**src/rtl/mii_tx_framer.sv**
```systemverilog
`timescale 1ns/1ps
// mii_tx_framer: byte stream to 100BASE-T MII nibbles with preamble, FCS, IFG.
// Define MII_TX_PAD_EN to pad short frames with zeros up to MIN_PAYLOAD.

module mii_tx_framer #(
   parameter int IFG_NIBBLES = 24
`ifdef MII_TX_PAD_EN
   , parameter int MIN_PAYLOAD = 60
`endif
) (
   input  logic       clk,
   input  logic       rst,
   input  logic [7:0] s_data,
   input  logic       s_valid,
   input  logic       s_last,
   output logic       s_ready,
   output logic [3:0] mii_txd,
   output logic       mii_txen,
   output logic       mii_txer,
   output logic       busy
);

   localparam logic [7:0] IFG_LAST = 8'(IFG_NIBBLES - 1);
`ifdef MII_TX_PAD_EN
   localparam logic [15:0] MIN_P = 16'(MIN_PAYLOAD);
`endif

   typedef enum logic [3:0] {
      ST_IDLE,
      ST_PRE,
      ST_SFD,
      ST_DATA,
`ifdef MII_TX_PAD_EN
      ST_PAD,
`endif
      ST_FCS,
      ST_ERR,
      ST_DROP,
      ST_IFG
   } state_t;

   function automatic logic [31:0] crc_byte(
      input logic [31:0] c,
      input logic [7:0]  d
   );
      logic [31:0] r;
      r = c ^ {24'h0, d};
      for (int i = 0; i < 8; i++)
         r = r[0] ? ((r >> 1) ^ 32'hEDB88320) : (r >> 1);
      return r;
   endfunction

   state_t      state, state_n;
   logic [7:0]  cnt, cnt_n;
   logic        hi, hi_n;
   logic        last_q, last_n;
   logic [7:0]  byte_q, byte_n;
   logic [31:0] crc, crc_n;
   logic [15:0] nbytes, nbytes_n, nbytes_inc;
   logic [3:0]  txd_n;
   logic        txen_n, txer_n, ready_n, busy_n;
   logic        start, accept, to_fcs;
`ifdef MII_TX_PAD_EN
   logic        pad_byte;
`endif
   logic [31:0] fcs;
   logic [2:0]  fcs_idx;

   assign fcs        = ~crc;
   assign fcs_idx    = cnt[2:0] + 3'd1;
   assign nbytes_inc = (&nbytes) ? nbytes : nbytes + 16'd1;

   // Next state and next registered outputs; outputs track the state entered.
   always_comb begin
      state_n  = state;
      cnt_n    = cnt;
      hi_n     = hi;
      last_n   = last_q;
      byte_n   = byte_q;
      crc_n    = crc;
      nbytes_n = nbytes;
      txd_n    = 4'h0;
      txen_n   = 1'b0;
      txer_n   = 1'b0;
      ready_n  = 1'b0;
      busy_n   = 1'b1;
      start    = 1'b0;
      accept   = 1'b0;
      to_fcs   = 1'b0;
`ifdef MII_TX_PAD_EN
      pad_byte = 1'b0;
`endif
      unique case (state)
         ST_IDLE: begin
            busy_n = 1'b0;
            if (s_valid) start = 1'b1;
         end
         ST_PRE: begin
            txen_n = 1'b1;
            if (cnt == 8'd14) begin
               state_n = ST_SFD;
               txd_n   = 4'hD;
               ready_n = 1'b1;
            end else begin
               cnt_n = cnt + 8'd1;
               txd_n = 4'h5;
            end
         end
         ST_SFD: accept = 1'b1;
         ST_DATA: begin
            if (!hi) begin
               hi_n    = 1'b1;
               txen_n  = 1'b1;
               txd_n   = byte_q[7:4];
               ready_n = !last_q;
            end else if (!last_q) begin
               accept = 1'b1;
`ifdef MII_TX_PAD_EN
            end else if (nbytes < MIN_P) begin
               pad_byte = 1'b1;
`endif
            end else begin
               to_fcs = 1'b1;
            end
         end
`ifdef MII_TX_PAD_EN
         ST_PAD: begin
            if (!hi) begin
               hi_n   = 1'b1;
               txen_n = 1'b1;
            end else if (nbytes < MIN_P) begin
               pad_byte = 1'b1;
            end else begin
               to_fcs = 1'b1;
            end
         end
`endif
         ST_FCS: begin
            if (cnt == 8'd7) begin
               state_n = ST_IFG;
               cnt_n   = 8'd0;
            end else begin
               cnt_n  = cnt + 8'd1;
               txen_n = 1'b1;
               txd_n  = fcs[{fcs_idx, 2'b00} +: 4];
            end
         end
         ST_ERR: begin
            if (cnt == 8'd1) begin
               state_n = ST_DROP;
               ready_n = 1'b1;
            end else begin
               cnt_n  = cnt + 8'd1;
               txen_n = 1'b1;
               txer_n = 1'b1;
            end
         end
         ST_DROP: begin
            if (s_valid && s_last) begin
               state_n = ST_IFG;
               cnt_n   = 8'd0;
            end else begin
               ready_n = 1'b1;
            end
         end
         ST_IFG: begin
            // A source already waiting starts right after the gap, no idle cycle.
            if (cnt == IFG_LAST) begin
               if (s_valid) begin
                  start = 1'b1;
               end else begin
                  state_n = ST_IDLE;
                  busy_n  = 1'b0;
               end
            end else begin
               cnt_n = cnt + 8'd1;
            end
         end
         default: begin
            state_n = ST_IDLE;
            busy_n  = 1'b0;
         end
      endcase

      if (start) begin
         state_n  = ST_PRE;
         cnt_n    = 8'd0;
         crc_n    = 32'hFFFFFFFF;
         nbytes_n = 16'd0;
         txen_n   = 1'b1;
         txd_n    = 4'h5;
         busy_n   = 1'b1;
      end

      if (accept) begin
         txen_n = 1'b1;
         if (s_valid) begin
            state_n  = ST_DATA;
            hi_n     = 1'b0;
            byte_n   = s_data;
            last_n   = s_last;
            crc_n    = crc_byte(crc, s_data);
            nbytes_n = nbytes_inc;
            txd_n    = s_data[3:0];
         end else begin
            state_n = ST_ERR;
            cnt_n   = 8'd0;
            txer_n  = 1'b1;
         end
      end

`ifdef MII_TX_PAD_EN
      if (pad_byte) begin
         state_n  = ST_PAD;
         hi_n     = 1'b0;
         crc_n    = crc_byte(crc, 8'h00);
         nbytes_n = nbytes_inc;
         txen_n   = 1'b1;
      end
`endif

      if (to_fcs) begin
         state_n = ST_FCS;
         cnt_n   = 8'd0;
         txen_n  = 1'b1;
         txd_n   = fcs[3:0];
      end
   end

   // State, datapath and output registers.
   always_ff @(posedge clk) begin
      if (rst) begin
         state    <= ST_IDLE;
         cnt      <= 8'd0;
         hi       <= 1'b0;
         last_q   <= 1'b0;
         byte_q   <= 8'h00;
         crc      <= 32'hFFFFFFFF;
         nbytes   <= 16'd0;
         mii_txd  <= 4'h0;
         mii_txen <= 1'b0;
         mii_txer <= 1'b0;
         s_ready  <= 1'b0;
         busy     <= 1'b0;
      end else begin
         state    <= state_n;
         cnt      <= cnt_n;
         hi       <= hi_n;
         last_q   <= last_n;
         byte_q   <= byte_n;
         crc      <= crc_n;
         nbytes   <= nbytes_n;
         mii_txd  <= txd_n;
         mii_txen <= txen_n;
         mii_txer <= txer_n;
         s_ready  <= ready_n;
         busy     <= busy_n;
      end
   end

endmodule
```
**config.mk**
```make
export PLATFORM = sky130hd
export DESIGN_NAME = mii_tx_framer
export DESIGN_NICKNAME = d
export VERILOG_FILES = /design/src/rtl/mii_tx_framer.sv
export SDC_FILE = /design/constraint.sdc
export NUM_CORES = 1
export LEC_CHECK = 0
export BUFFER_PORTS_ARGS = -buffer_cell sky130_fd_sc_hd__buf_4
export CAP_MARGIN = 10
export CORE_ASPECT_RATIO = 1.25
export CORE_MARGIN = 4
export CORE_UTILIZATION = 50
export CTS_BUF_LIST = sky130_fd_sc_hd__clkbuf_4 sky130_fd_sc_hd__clkbuf_8
export DETAILED_ROUTE_END_ITERATION = 10
export PLACE_DENSITY = 0.72
export SLEW_MARGIN = 40
export SYNTH_ARGS = -nofsm -noshare
export SYNTH_HDL_FRONTEND = slang
export SYNTH_SLANG_ARGS = --single-unit
```
**constraint.sdc**
```tcl
create_clock -name clk -period 2.15 [get_ports clk]
set_input_delay 0.1075 -clock clk [delete_from_list [all_inputs] [get_ports clk]]
set_output_delay 0.1075 -clock clk [all_outputs]
set_load 0.01 [all_outputs]
```
==> run metrics <==
status finished, violations left; failing checks setup timing; ys async rst share 0%; final hold vios 0; row count 34; clock buffer count from CTS 9; Worst EP required 2420 ps; slew margin rel. 50.4%; Int Pwr 2.90 mW; Clk pin slew, worst setup/hold paths 70 ps; Setup violations, final 1; drt wl/cell 18.0 um; Main synth FF type dfxtp_1; Antenna Cells 0; worst hold path class input port to flop; Post-Syn Area 3600 um^2; Placed Cells 529; Clock Latency Late Sink 340 ps; switch share 37.9%; dpl ws -156 ps; Detailed Route WL 9.86 mm; number of synthesis warnings 0; mean post-synth cell area 8.95 um^2; Slew Viols, Final 0; FILL cells 575; Placed Instance Area 4110 um^2; post-route antenna net violation count 0; minimum clock period 2180 ps; WS Path Type flop to flop; CP Capture Type flop; PD cells 1050 nW/um^2; die height 103 um; H-tree Lvls 3; Net Sw Power 1.77 mW; largest family of logic cells by synthesized area XOR/XNOR gates; Max-Cap Viols 0; largest net degree at the start of global routing 51; RSZ-0062 raised after global routing true; Final TNS setup -29.9 ps; CTS Hold Bufs 0; die area 8630 um^2; number of synthesized flops with an enable pin 0; vias 3,267; layout cells sized above 1 29.0%; DR iter-0 viols 177; CP cell instances ha_2 > and2_4 > mux2_4 > a211o_1 > and2_4 > or4_4 > a21oi_2; clk buf depth 2; Area Growth Syn to Fin 23.3%; P_leak 1.72 nW; xor-xnor portion of the synthesized cell area 20.2%; Root Driver clkbuf_8; clock sinks 57; Total Power 4.68 mW; post-synthesis instance total 402; GR Util All Layers 23.8%; vias in the first global route 3,173; worst path arrival time 2450 ps; Worst path most repeated cell and2_4; Worst-Margin Slew 743 ps; final net count 468; Synth Area in Compound Gates 18.4%; final hold slack 35.3 ps; fmax 459 MHz; initial antenna violation count 0; CTS tree yes; initial core utilization 51.6%; post-synthesis cell type count 54; IO Count 20; Remaining DRCs 0; adder-cell share of the synthesized area 1.04%; post-synthesis simple-gate area fraction 17.6%; Core ar. 6980 um^2; Worst path slowest cell or4_4; Seq/Total Area, Yosys 31.7%; Worst path max stage delay 480 ps; DRT Pass-1 Iters 5; gpl congestion 0.930; mux contribution to synthesized area 6.81%; Max Clock Skew 4.55 ps; DR vias/cell 5.96; die width 83.9 um; Post-Layout Cell Count 548; Port Buffers 19; CP max FO 4; Clk network pwr share 23.4%; syn_nets 417; Setup crit start kind flop; Sequential Power Share 28.1%; first-pass GRT wire length 16.1 mm; Congestion Overflow GR 0; post-layout util 63.6%; period utilisation layout 101%; Logic pwr share 48.5%; Final Instance Area 4440 um^2; Peak VDD IR 0.000707 V; final setup margin -29.9 ps; HPWL after DPL 6.98 mm; synthesized flop and latch total 57
-- registers in the layout, summed over array words and instances (netlist names) --
signal / flops
hi: 1
last_q: 1
mii_txd: 4
mii_txen: 1
cnt: 8
state: 3
mii_txer: 1
byte_q: 4
busy: 1
s_ready: 1
crc: 32
-- critical path: cells and delay by family (launching register included) --
| family | cells | cell delay (ps) |
|---|---|---|
| fa+ha+maj | 1 | 190 |
| simple gates | 3 | 800 |
| mux | 1 | 270 |
| compound gates | 2 | 500 |
| flops | 1 | 350 |
-- routing by layer --
layer | up-vias | track usage [%] | share of wire (%)
li1 | 1533 | - | -
met1 | 1568 | 28.2 | 40
met2 | 137 | 41.6 | 50
met3 | 29 | 4.80 | 6.6
met4 | 0 | 11.4 | 3.1
met5 | - | 0 | 0
-- cells by family (layout without fill, tap and decap cells) --
group	after synthesis	after routing
muxes	14	14
DFF	57	57
and+or+nand+nor	124	124
xor gates and xnor gates	70	70
AOI/OAI and AO/OA	99	99
buffers and inverters	35	91
adders and majority gates	3	3
-- cell type report --
class,instances,area (um^2),area share [%]
clock buffers,14,180,4.06
clock inverters,2,35.0,0.789
inverters,9,33.8,0.761
multi-input cells,310,2390,53.9
flip-flops and latches,57,1150,25.8
well taps,90,113,2.54
repair buffers,66,537,12.1
-- synth_stat cells (3+ instances only) --
library cell	count	area, um^2
o211ai_1	17	128
a21boi_0	3	22.5
nor2b_1	3	18.8
mux2i_1	5	50.1
nand2b_1	6	37.5
a31oi_1	3	18.8
a211oi_1	3	22.5
a21oi_1	27	135
inv_1	9	33.8
mux4_2	7	158
or3_1	5	31.3
nand3_1	7	35.0
xnor2_1	42	368
xor2_1	17	149
nand2_1	38	143
a221oi_1	7	61.3
o22ai_1	6	37.5
buf_2	6	30.0
clkbuf_1	15	56.3
xnor2_2	8	130
dfxtp_1	57	1140
o21ai_0	15	75.1
nor4_1	4	25.0
nor2_1	26	97.6
nor3_1	15	75.1
and2_1	3	18.8
and3_1	4	25.0
o21bai_1	6	45.0
ha_1	3	37.5
-- worst paths after layout --
| kind | startpoint | endpoint | slack, ps | cells past startpoint |
|---|---|---|---|---|
| min reg2reg | byte_q[5] | byte_q[5] | 470 | 2 |
| max reg2reg | cnt[0] | cnt[5] | -30 | 7 |
| max | cnt[0] | cnt[5] | -30 | 7 |
| min | s_data[7] | byte_q[7] | 40 | 3 |
-- power groups by stage --
stage | clock, mW | combinational [mW] | sequential, mW
3_3_place_gp | 0 | 2.10 | 1.33
6_report | 1.09 | 2.27 | 1.31
2_1_floorplan | 0 | 1.49 | 1.29
5_1_grt | 1.17 | 2.44 | 1.33
4_1_cts | 1.12 | 2.20 | 1.31
3_5_place_dp | 0 | 2.12 | 1.33
-- cell usage in the layout, fill, tap and decap left out, types with 3 or more instances in the layout --
cell       n
mux4_2     7
or3_1      4
clkbuf_8  12
o22ai_1    6
a31oi_1    3
nand2b_1   6
and3_1     4
a21boi_0   3
buf_12     3
a211oi_1   3
o211ai_1  17
nand2_1   38
xnor2_1   42
nor4_1     3
a221oi_1   6
nor3_1    13
dfxtp_1   54
buf_4     62
a221oi_2   3
inv_1      9
mux2i_1    4
o21bai_1   6
nor3_2     4
xnor2_2    8
a21oi_1   26
nand3_1    7
o21ai_0   14
xor2_1    17
nor2_1    24
-- repair_timing --
action                     4_1_cts  5_1_grt
buffers inserted                 3        0
hold endpoints to repair         0        0
setup endpoints to repair        3       14
pin swaps                        2        1
gates resized for setup         14       10
Power figures use the tool's default switching activity.
